$ cat config.mk
export PLATFORM = sky130hd
export DESIGN_NAME = cpu_clock_switch
export DESIGN_NICKNAME = d
export VERILOG_FILES = /design/src/rtl/cpu_clock_switch.sv
export SDC_FILE = /design/constraint.sdc
export NUM_CORES = 1
export LEC_CHECK = 0
export ABC_CLOCK_PERIOD_IN_PS = 2500
export BUFFER_PORTS_ARGS = -buffer_cell sky130_fd_sc_hd__buf_2
export CAP_MARGIN = 10
export CELL_PAD_IN_SITES_DETAIL_PLACEMENT = 1
export CELL_PAD_IN_SITES_GLOBAL_PLACEMENT = 2
export CORE_ASPECT_RATIO = 1.75
export CORE_MARGIN = 2
export CORE_UTILIZATION = 37
export CTS_CLUSTER_DIAMETER = 40
export DETAILED_ROUTE_END_ITERATION = 10
export GPL_ROUTABILITY_DRIVEN = 0
export MAX_ROUTING_LAYER = met4
export PLACE_DENSITY_LB_ADDON = 0.1
export SLEW_MARGIN = 30
export SYNTH_ARGS = -nofsm -noshare
export SYNTH_HDL_FRONTEND = slang
export SYNTH_SLANG_ARGS = --single-unit
export TNS_END_PERCENT = 5
$ cat constraint.sdc
create_clock -name pll_inst1_CLKOUT0 -period 2.5 [get_ports pll_inst1_CLKOUT0]
set_input_delay 0.375 -clock pll_inst1_CLKOUT0 [delete_from_list [all_inputs] [get_ports pll_inst1_CLKOUT0]]
set_output_delay 0.375 -clock pll_inst1_CLKOUT0 [all_outputs]
set_load 0.02 [all_outputs]
$ cat src/rtl/cpu_clock_switch.sv
// Glitch-free CLKCPU generator: divided turbo clock or resynchronised C7M, hot-switched on an idle bus.
// Define CPUCLK_DEBOUNCE_EN to route JP1 through the DEBOUNCE_LIMIT stability counter.
module cpu_clock_switch #(
    parameter int unsigned TURBO_DIV      = 1,
    parameter int unsigned DEBOUNCE_LIMIT = 2000000
) (
    input  logic       pll_inst1_CLKOUT0,
    input  logic       RESET_n,
    input  logic       C7M,
    input  logic       JP1,
    input  logic       AS_CPU_n,
    input  logic       DTACK_CPU_n,
    output logic       CLKCPU,
    output logic       SPEED_TURBO,
    output logic       SWITCH_BUSY,
    output logic [2:0] fsm_state
);

    localparam logic [2:0] ST_INIT  = 3'd0;
    localparam logic [2:0] ST_SLOW  = 3'd1;
    localparam logic [2:0] ST_TURBO = 3'd2;
    localparam logic [2:0] ST_DRAIN = 3'd3;
    localparam logic [2:0] ST_PARK  = 3'd4;

    localparam logic [7:0] HC_TERM = 8'(TURBO_DIV - 1);

    if (TURBO_DIV < 1 || TURBO_DIV > 255 || DEBOUNCE_LIMIT < 1 || DEBOUNCE_LIMIT > 2097151) begin : g_bad_param
        $error("cpu_clock_switch: TURBO_DIV or DEBOUNCE_LIMIT out of range");
    end

    logic c7m_m, c7m_s, c7m_d;
    logic jp1_m, jp1_s;
    logic as_m, as_s;
    logic dtack_m, dtack_s;

    always_ff @(posedge pll_inst1_CLKOUT0 or negedge RESET_n) begin
        if (!RESET_n) begin
            c7m_m   <= 1'b0;
            c7m_s   <= 1'b0;
            c7m_d   <= 1'b0;
            jp1_m   <= 1'b0;
            jp1_s   <= 1'b0;
            as_m    <= 1'b0;
            as_s    <= 1'b0;
            dtack_m <= 1'b0;
            dtack_s <= 1'b0;
        end else begin
            c7m_m   <= C7M;
            c7m_s   <= c7m_m;
            c7m_d   <= c7m_s;
            jp1_m   <= JP1;
            jp1_s   <= jp1_m;
            as_m    <= AS_CPU_n;
            as_s    <= as_m;
            dtack_m <= DTACK_CPU_n;
            dtack_s <= dtack_m;
        end
    end

    logic [2:0] state;
    logic [2:0] state_n;
    logic       clk_n;
    logic       speed_n;
    logic [7:0] hcnt;
    logic [7:0] hcnt_n;
    logic [1:0] init_cnt;
    logic [1:0] init_n;
    logic       sw_state;

    logic       c7m_rise;
    logic       bus_idle;
    logic       turbo_term;
    logic       turbo_clk;
    logic [7:0] turbo_hcnt;
    logic       src_clk;
    logic       src_fall;

    assign c7m_rise   = c7m_s & ~c7m_d;
    assign bus_idle   = as_s & dtack_s;
    assign turbo_term = (hcnt == HC_TERM);
    assign turbo_clk  = turbo_term ? ~CLKCPU : CLKCPU;
    assign turbo_hcnt = turbo_term ? 8'd0 : hcnt + 8'd1;
    assign src_clk    = SPEED_TURBO ? turbo_clk : c7m_s;
    assign src_fall   = CLKCPU & ~src_clk;

    always_comb begin
        state_n = state;
        clk_n   = CLKCPU;
        speed_n = SPEED_TURBO;
        hcnt_n  = hcnt;
        init_n  = init_cnt;
        case (state)
            ST_INIT: begin
                clk_n  = 1'b0;
                hcnt_n = 8'd0;
                // Slow start waits for C7M low so the first CLKCPU high is a full C7M high.
                if (init_cnt != 2'd2) begin
                    init_n = init_cnt + 2'd1;
                end else if (jp1_s) begin
                    speed_n = 1'b1;
                    state_n = ST_TURBO;
                end else if (!c7m_s) begin
                    speed_n = 1'b0;
                    state_n = ST_SLOW;
                end
            end
            ST_SLOW: begin
                clk_n  = c7m_s;
                hcnt_n = 8'd0;
                if (sw_state) state_n = ST_DRAIN;
            end
            ST_TURBO: begin
                clk_n  = turbo_clk;
                hcnt_n = turbo_hcnt;
                if (!sw_state) state_n = ST_DRAIN;
            end
            ST_DRAIN: begin
                clk_n  = src_clk;
                hcnt_n = SPEED_TURBO ? turbo_hcnt : 8'd0;
                if (sw_state == SPEED_TURBO) begin
                    state_n = SPEED_TURBO ? ST_TURBO : ST_SLOW;
                end else if (bus_idle && src_fall) begin
                    state_n = ST_PARK;
                    clk_n   = 1'b0;
                    hcnt_n  = 8'd0;
                end
            end
            ST_PARK: begin
                // hcnt enforces TURBO_DIV low cycles before either source may raise CLKCPU.
                clk_n = 1'b0;
                if (hcnt != HC_TERM) begin
                    hcnt_n = hcnt + 8'd1;
                end else if (SPEED_TURBO) begin
                    if (c7m_rise) begin
                        clk_n   = 1'b1;
                        speed_n = 1'b0;
                        hcnt_n  = 8'd0;
                        state_n = ST_SLOW;
                    end
                end else begin
                    clk_n   = 1'b1;
                    speed_n = 1'b1;
                    hcnt_n  = 8'd0;
                    state_n = ST_TURBO;
                end
            end
            default: begin
                clk_n   = 1'b0;
                state_n = ST_INIT;
            end
        endcase
    end

    always_ff @(posedge pll_inst1_CLKOUT0 or negedge RESET_n) begin
        if (!RESET_n) begin
            state       <= ST_INIT;
            CLKCPU      <= 1'b0;
            SPEED_TURBO <= 1'b0;
            SWITCH_BUSY <= 1'b0;
            hcnt        <= 8'd0;
            init_cnt    <= 2'd0;
        end else begin
            state       <= state_n;
            CLKCPU      <= clk_n;
            SPEED_TURBO <= speed_n;
            SWITCH_BUSY <= (state_n == ST_DRAIN) || (state_n == ST_PARK);
            hcnt        <= hcnt_n;
            init_cnt    <= init_n;
        end
    end

`ifdef CPUCLK_DEBOUNCE_EN
    localparam logic [20:0] DB_TERM = 21'(DEBOUNCE_LIMIT - 1);

    logic [20:0] db_cnt;
    logic        init_load;

    assign init_load = (state == ST_INIT) && (state_n != ST_INIT);

    always_ff @(posedge pll_inst1_CLKOUT0 or negedge RESET_n) begin
        if (!RESET_n) begin
            sw_state <= 1'b0;
            db_cnt   <= 21'd0;
        end else if (init_load) begin
            sw_state <= jp1_s;
            db_cnt   <= 21'd0;
        end else if (state == ST_INIT || jp1_s == sw_state) begin
            db_cnt <= 21'd0;
        end else if (db_cnt == DB_TERM) begin
            sw_state <= jp1_s;
            db_cnt   <= 21'd0;
        end else begin
            db_cnt <= db_cnt + 21'd1;
        end
    end
`else
    always_ff @(posedge pll_inst1_CLKOUT0 or negedge RESET_n) begin
        if (!RESET_n) begin
            sw_state <= 1'b0;
        end else begin
            sw_state <= jp1_s;
        end
    end
`endif

    assign fsm_state = state;

endmodule

==> results.txt <==
- Die Span Y: 81.0 um
* Horizontal die dimension: 48.0 um
- The worst path in the final design needs a cycle of 2.12 ns, including I/O delays and setup.
- The number of different library cells used by synthesis comes to 37.
- TritonCTS sink count: 26
- Reg-to-reg slack, setup: 0.38 ns
* Maximum number of buffers from clock root to sink: 2
- Element type at the critical path start: register
* Cell count after synthesis: 122
* Final setup violation count: 0
- For this run, the leading register cell type out of synthesis is sky130_fd_sc_hd__dfrtp_1.
* Leakage: 0.622 nW
- Count of flip-flops with a built-in enable after synthesis: 0
* Largest fanout of any net on the critical path: 8
- In the routed design, unresolved DRC markers number 0.
- Max-Cap Viols: 0
* WL final: 2870 um
- For this configuration, the core starts out at a cell density of 38.0%.
- Fraction of the core area covered by cells at the end of the flow: 42.7%
- Setup repair after global routing left no endpoint under its margin.
* Detail Placement HPWL: 2230 um
- Transition time at the pin with the least slew margin: 0.643 ns
* Skew-Pair Late Insertion Delay: 0.27 ns
- Power per cell area: 881 nW/um2
* Fin nets: 144
- Crit Path Class: register to register
* Fmax: 0.471 GHz
- After the flow finishes, the layout carries non-filler instances totaling 179.
- Crit path setup slack, layout: 0.378 ns
- The via count of the first global-routing pass is 1045.
- Ratio of cells with drive above 1 in the final layout: 16.4%
- Largest Register: hcnt
* Worst r2r dst: SWITCH_BUSY$_DFF_PN0_
- At the worst endpoint, the required time is 2.67 ns.
* Total grt overflow: 0
- Number of port buffers: 11
- Syn-to-layout area delta: 12.4%
- Wire length of the first global-routing pass: 4820 um
- Number of flip-flops under the largest register name: 8
* Setup TNS: 0 ns
* Hold buffer count at CTS: 0
* TritonCTS clock tree: done
- Summed instance area of the synthesized netlist: 1250 um2
* Total number of vias: 963
* Ports placed on the boundary: 12
- Row generation in the floorplan step produced 28 rows.
- The layout has 408 filler cells.
- Of all flip-flops after synthesis, the portion carrying an async set or reset was 100%.
* Post-synthesis sequential area ratio: 51.9%
* Combined flip-flop and latch cell area: 651 um2
- Counting the buffers created by CTS gives 3.
* Post-synthesis sequential element count: 26
* Post-CTS Setup Inserts: 0
- 0 antenna diodes ended up in the layout.
* DRT antenna net count: 0
- When the netlist entered floorplanning its net count stood at 131.
- Number of search-and-repair iterations in the first detailed-routing pass: 4
* Worst Setup End Kind: register
- On the final layout, the worst hold slack is 0.0899 ns.
* R2R cell count: 7
- Pin count of the biggest net entering global routing: 27
- After detailed routing, the average wire length per cell comes to 16.0 um.
- Core footprint: 3290 um2
- VDD sags by at most 0.000335 V.
- After clock tree synthesis, the clock-pin slew on the worst setup and hold paths is 0.09 ns.
* Placed instance count: 175
- Ys Warns: 0
* Worst-case headroom to the max-slew limit: 57.1%
* Arrival time reported for the critical path endpoint: 2.29 ns
- Fin. max-slew vios: 0
- The number of antenna violations at the first check in global routing was 0.
- The worst hold path belongs to the class input pin to async pin.
- Outcome: completed
* Worst Clk Skew: 0.00206 ns
- The die covers 3880 um2.
- In the finished design, the share of the clock period the worst path needs comes to 84.9%.
- Multi-input gate area in the final layout: 541 um2
- Before CTS, the worst setup slack after placement is 0.373 ns.
- The first routing iteration left 12 violations.
- The tree is rooted in a sky130_fd_sc_hd__clkbuf_8.
* Number of gates resized after CTS: 0
- CTS built an H-tree with a depth of 1.
- After detailed routing, the number of vias per cell comes to 5.38.
- The final number of hold-violating endpoints is 0.
- Global routing used 18.1% of the available tracks.
- In this run the mean area of a mapped cell was 10.3 um2.
* Crit Reg-Reg Startpoint: hcnt[0]$_DFFE_PN0P_
how the worst max path moves through the flow:
| stage | to | depth (start not counted) | slack, ns | start |
|---|---|---|---|---|
| 5_1_grt | SWITCH_BUSY$_DFF_PN0_ | 7 | 0.22 | hcnt[0]$_DFFE_PN0P_ |
| 3_5_place_dp | SWITCH_BUSY$_DFF_PN0_ | 7 | 0.37 | hcnt[0]$_DFFE_PN0P_ |
| 2_1_floorplan | SWITCH_BUSY$_DFF_PN0_ | 8 | 0.59 | hcnt[0]$_DFFE_PN0P_ |
| 4_1_cts | SWITCH_BUSY$_DFF_PN0_ | 7 | 0.35 | hcnt[0]$_DFFE_PN0P_ |
| 3_3_place_gp | SWITCH_BUSY$_DFF_PN0_ | 7 | 0.44 | hcnt[0]$_DFFE_PN0P_ |
| 6_report | SWITCH_BUSY$_DFF_PN0_ | 7 | 0.38 | hcnt[0]$_DFFE_PN0P_ |
critical path: stages (launching register included):
cell and delay [ns]:
sky130_fd_sc_hd__dfrtp_1 0.44, sky130_fd_sc_hd__inv_1 0.08, sky130_fd_sc_hd__ha_1 0.13, sky130_fd_sc_hd__nor3b_2 0.23, sky130_fd_sc_hd__and2_1 0.31, sky130_fd_sc_hd__a31oi_1 0.13
sky130_fd_sc_hd__or4_4 0.53, sky130_fd_sc_hd__a21o_1 0.17
cell families (layout without fill, tap and decap cells):
family / count (synthesis) / in the layout / synth area share [%]
AOI/OAI and AO/OA: 28 / 28 / 13.8
adders and majority gates: 3 / 3 / 3.00
muxes: 2 / 2 / 1.60
and+or+nand+nor: 46 / 46 / 21.3
buffers and inverters: 12 / 24 / 4.89
xor gates and xnor gates: 5 / 5 / 3.50
DFF: 26 / 26 / 51.9
synth_stat cells (2+ instances only):
cell type / instances / share of area [%]
sky130_fd_sc_hd__nand2_1: 16 / 4.8
sky130_fd_sc_hd__dfrtp_1: 26 / 52
sky130_fd_sc_hd__inv_1: 9 / 2.7
sky130_fd_sc_hd__a211oi_1: 2 / 1.2
sky130_fd_sc_hd__a21oi_1: 5 / 2.0
sky130_fd_sc_hd__ha_1: 3 / 3.0
sky130_fd_sc_hd__nor3_1: 4 / 1.6
sky130_fd_sc_hd__and3_2: 2 / 1.2
sky130_fd_sc_hd__xor2_1: 3 / 2.1
sky130_fd_sc_hd__or2_2: 2 / 1.0
sky130_fd_sc_hd__xnor2_1: 2 / 1.4
sky130_fd_sc_hd__a31oi_1: 4 / 2.0
sky130_fd_sc_hd__mux2i_1: 2 / 1.6
sky130_fd_sc_hd__o21ai_0: 10 / 4.0
sky130_fd_sc_hd__nand3_1: 3 / 1.2
sky130_fd_sc_hd__nand4b_1: 2 / 1.4
sky130_fd_sc_hd__buf_6: 2 / 1.8
sky130_fd_sc_hd__and3_1: 3 / 1.5
sky130_fd_sc_hd__nor2_1: 4 / 1.2
cell usage in the layout (no fill, tap or decap), drive strengths merged, types with 2 or more instances in the layout:
| cell | count |
|---|---|
| dfrtp | 26 |
| xnor2 | 2 |
| a31oi | 4 |
| nor4 | 2 |
| nor3 | 4 |
| mux2i | 2 |
| o21ai | 10 |
| buf | 11 |
| nor2 | 4 |
| a211oi | 2 |
| xor2 | 3 |
| nor3b | 2 |
| inv | 9 |
| and3 | 5 |
| a21oi | 5 |
| clkbuf | 3 |
| ha | 3 |
| or2 | 2 |
| nand3 | 3 |
| nand2 | 16 |
| nand4b | 2 |
metrics by stage:
stage               cell area, um2  power, W
CTS                           1410   0.00126
detailed placement            1340  0.000905
finish                        1410   0.00124
global placement              1340  0.000897
floorplan                     1250  0.000799
global route                  1410   0.00131
per-layer routing:
metal,share of wire (%),global-route usage (%)
met3,1.7,2.22
met2,57,30.7
met4,3.9,9.46
met5,0,-
met1,38,19.4
report_power, final:
| part | total (W) | switching, W | internal (W) |
|---|---|---|---|
| sequential | 0.000550 | 0.0000800 | 0.000470 |
| clock | 0.000345 | 0.000130 | 0.000214 |
| combinational | 0.000345 | 0.000203 | 0.000143 |
| total | 0.00124 | 0.000413 | 0.000827 |
final cells by class:
type,count,area share [%]
Inverter,9,2.40
Clock buffer,3,2.93
Timing Repair Buffer,11,3.91
Multi-Input combinational cell,84,38.4
Clock inverter,1,2.13
Tap cell,45,4.00
Sequential cell,26,46.2
No activity file was read; power rests on OpenSTA's default activity.
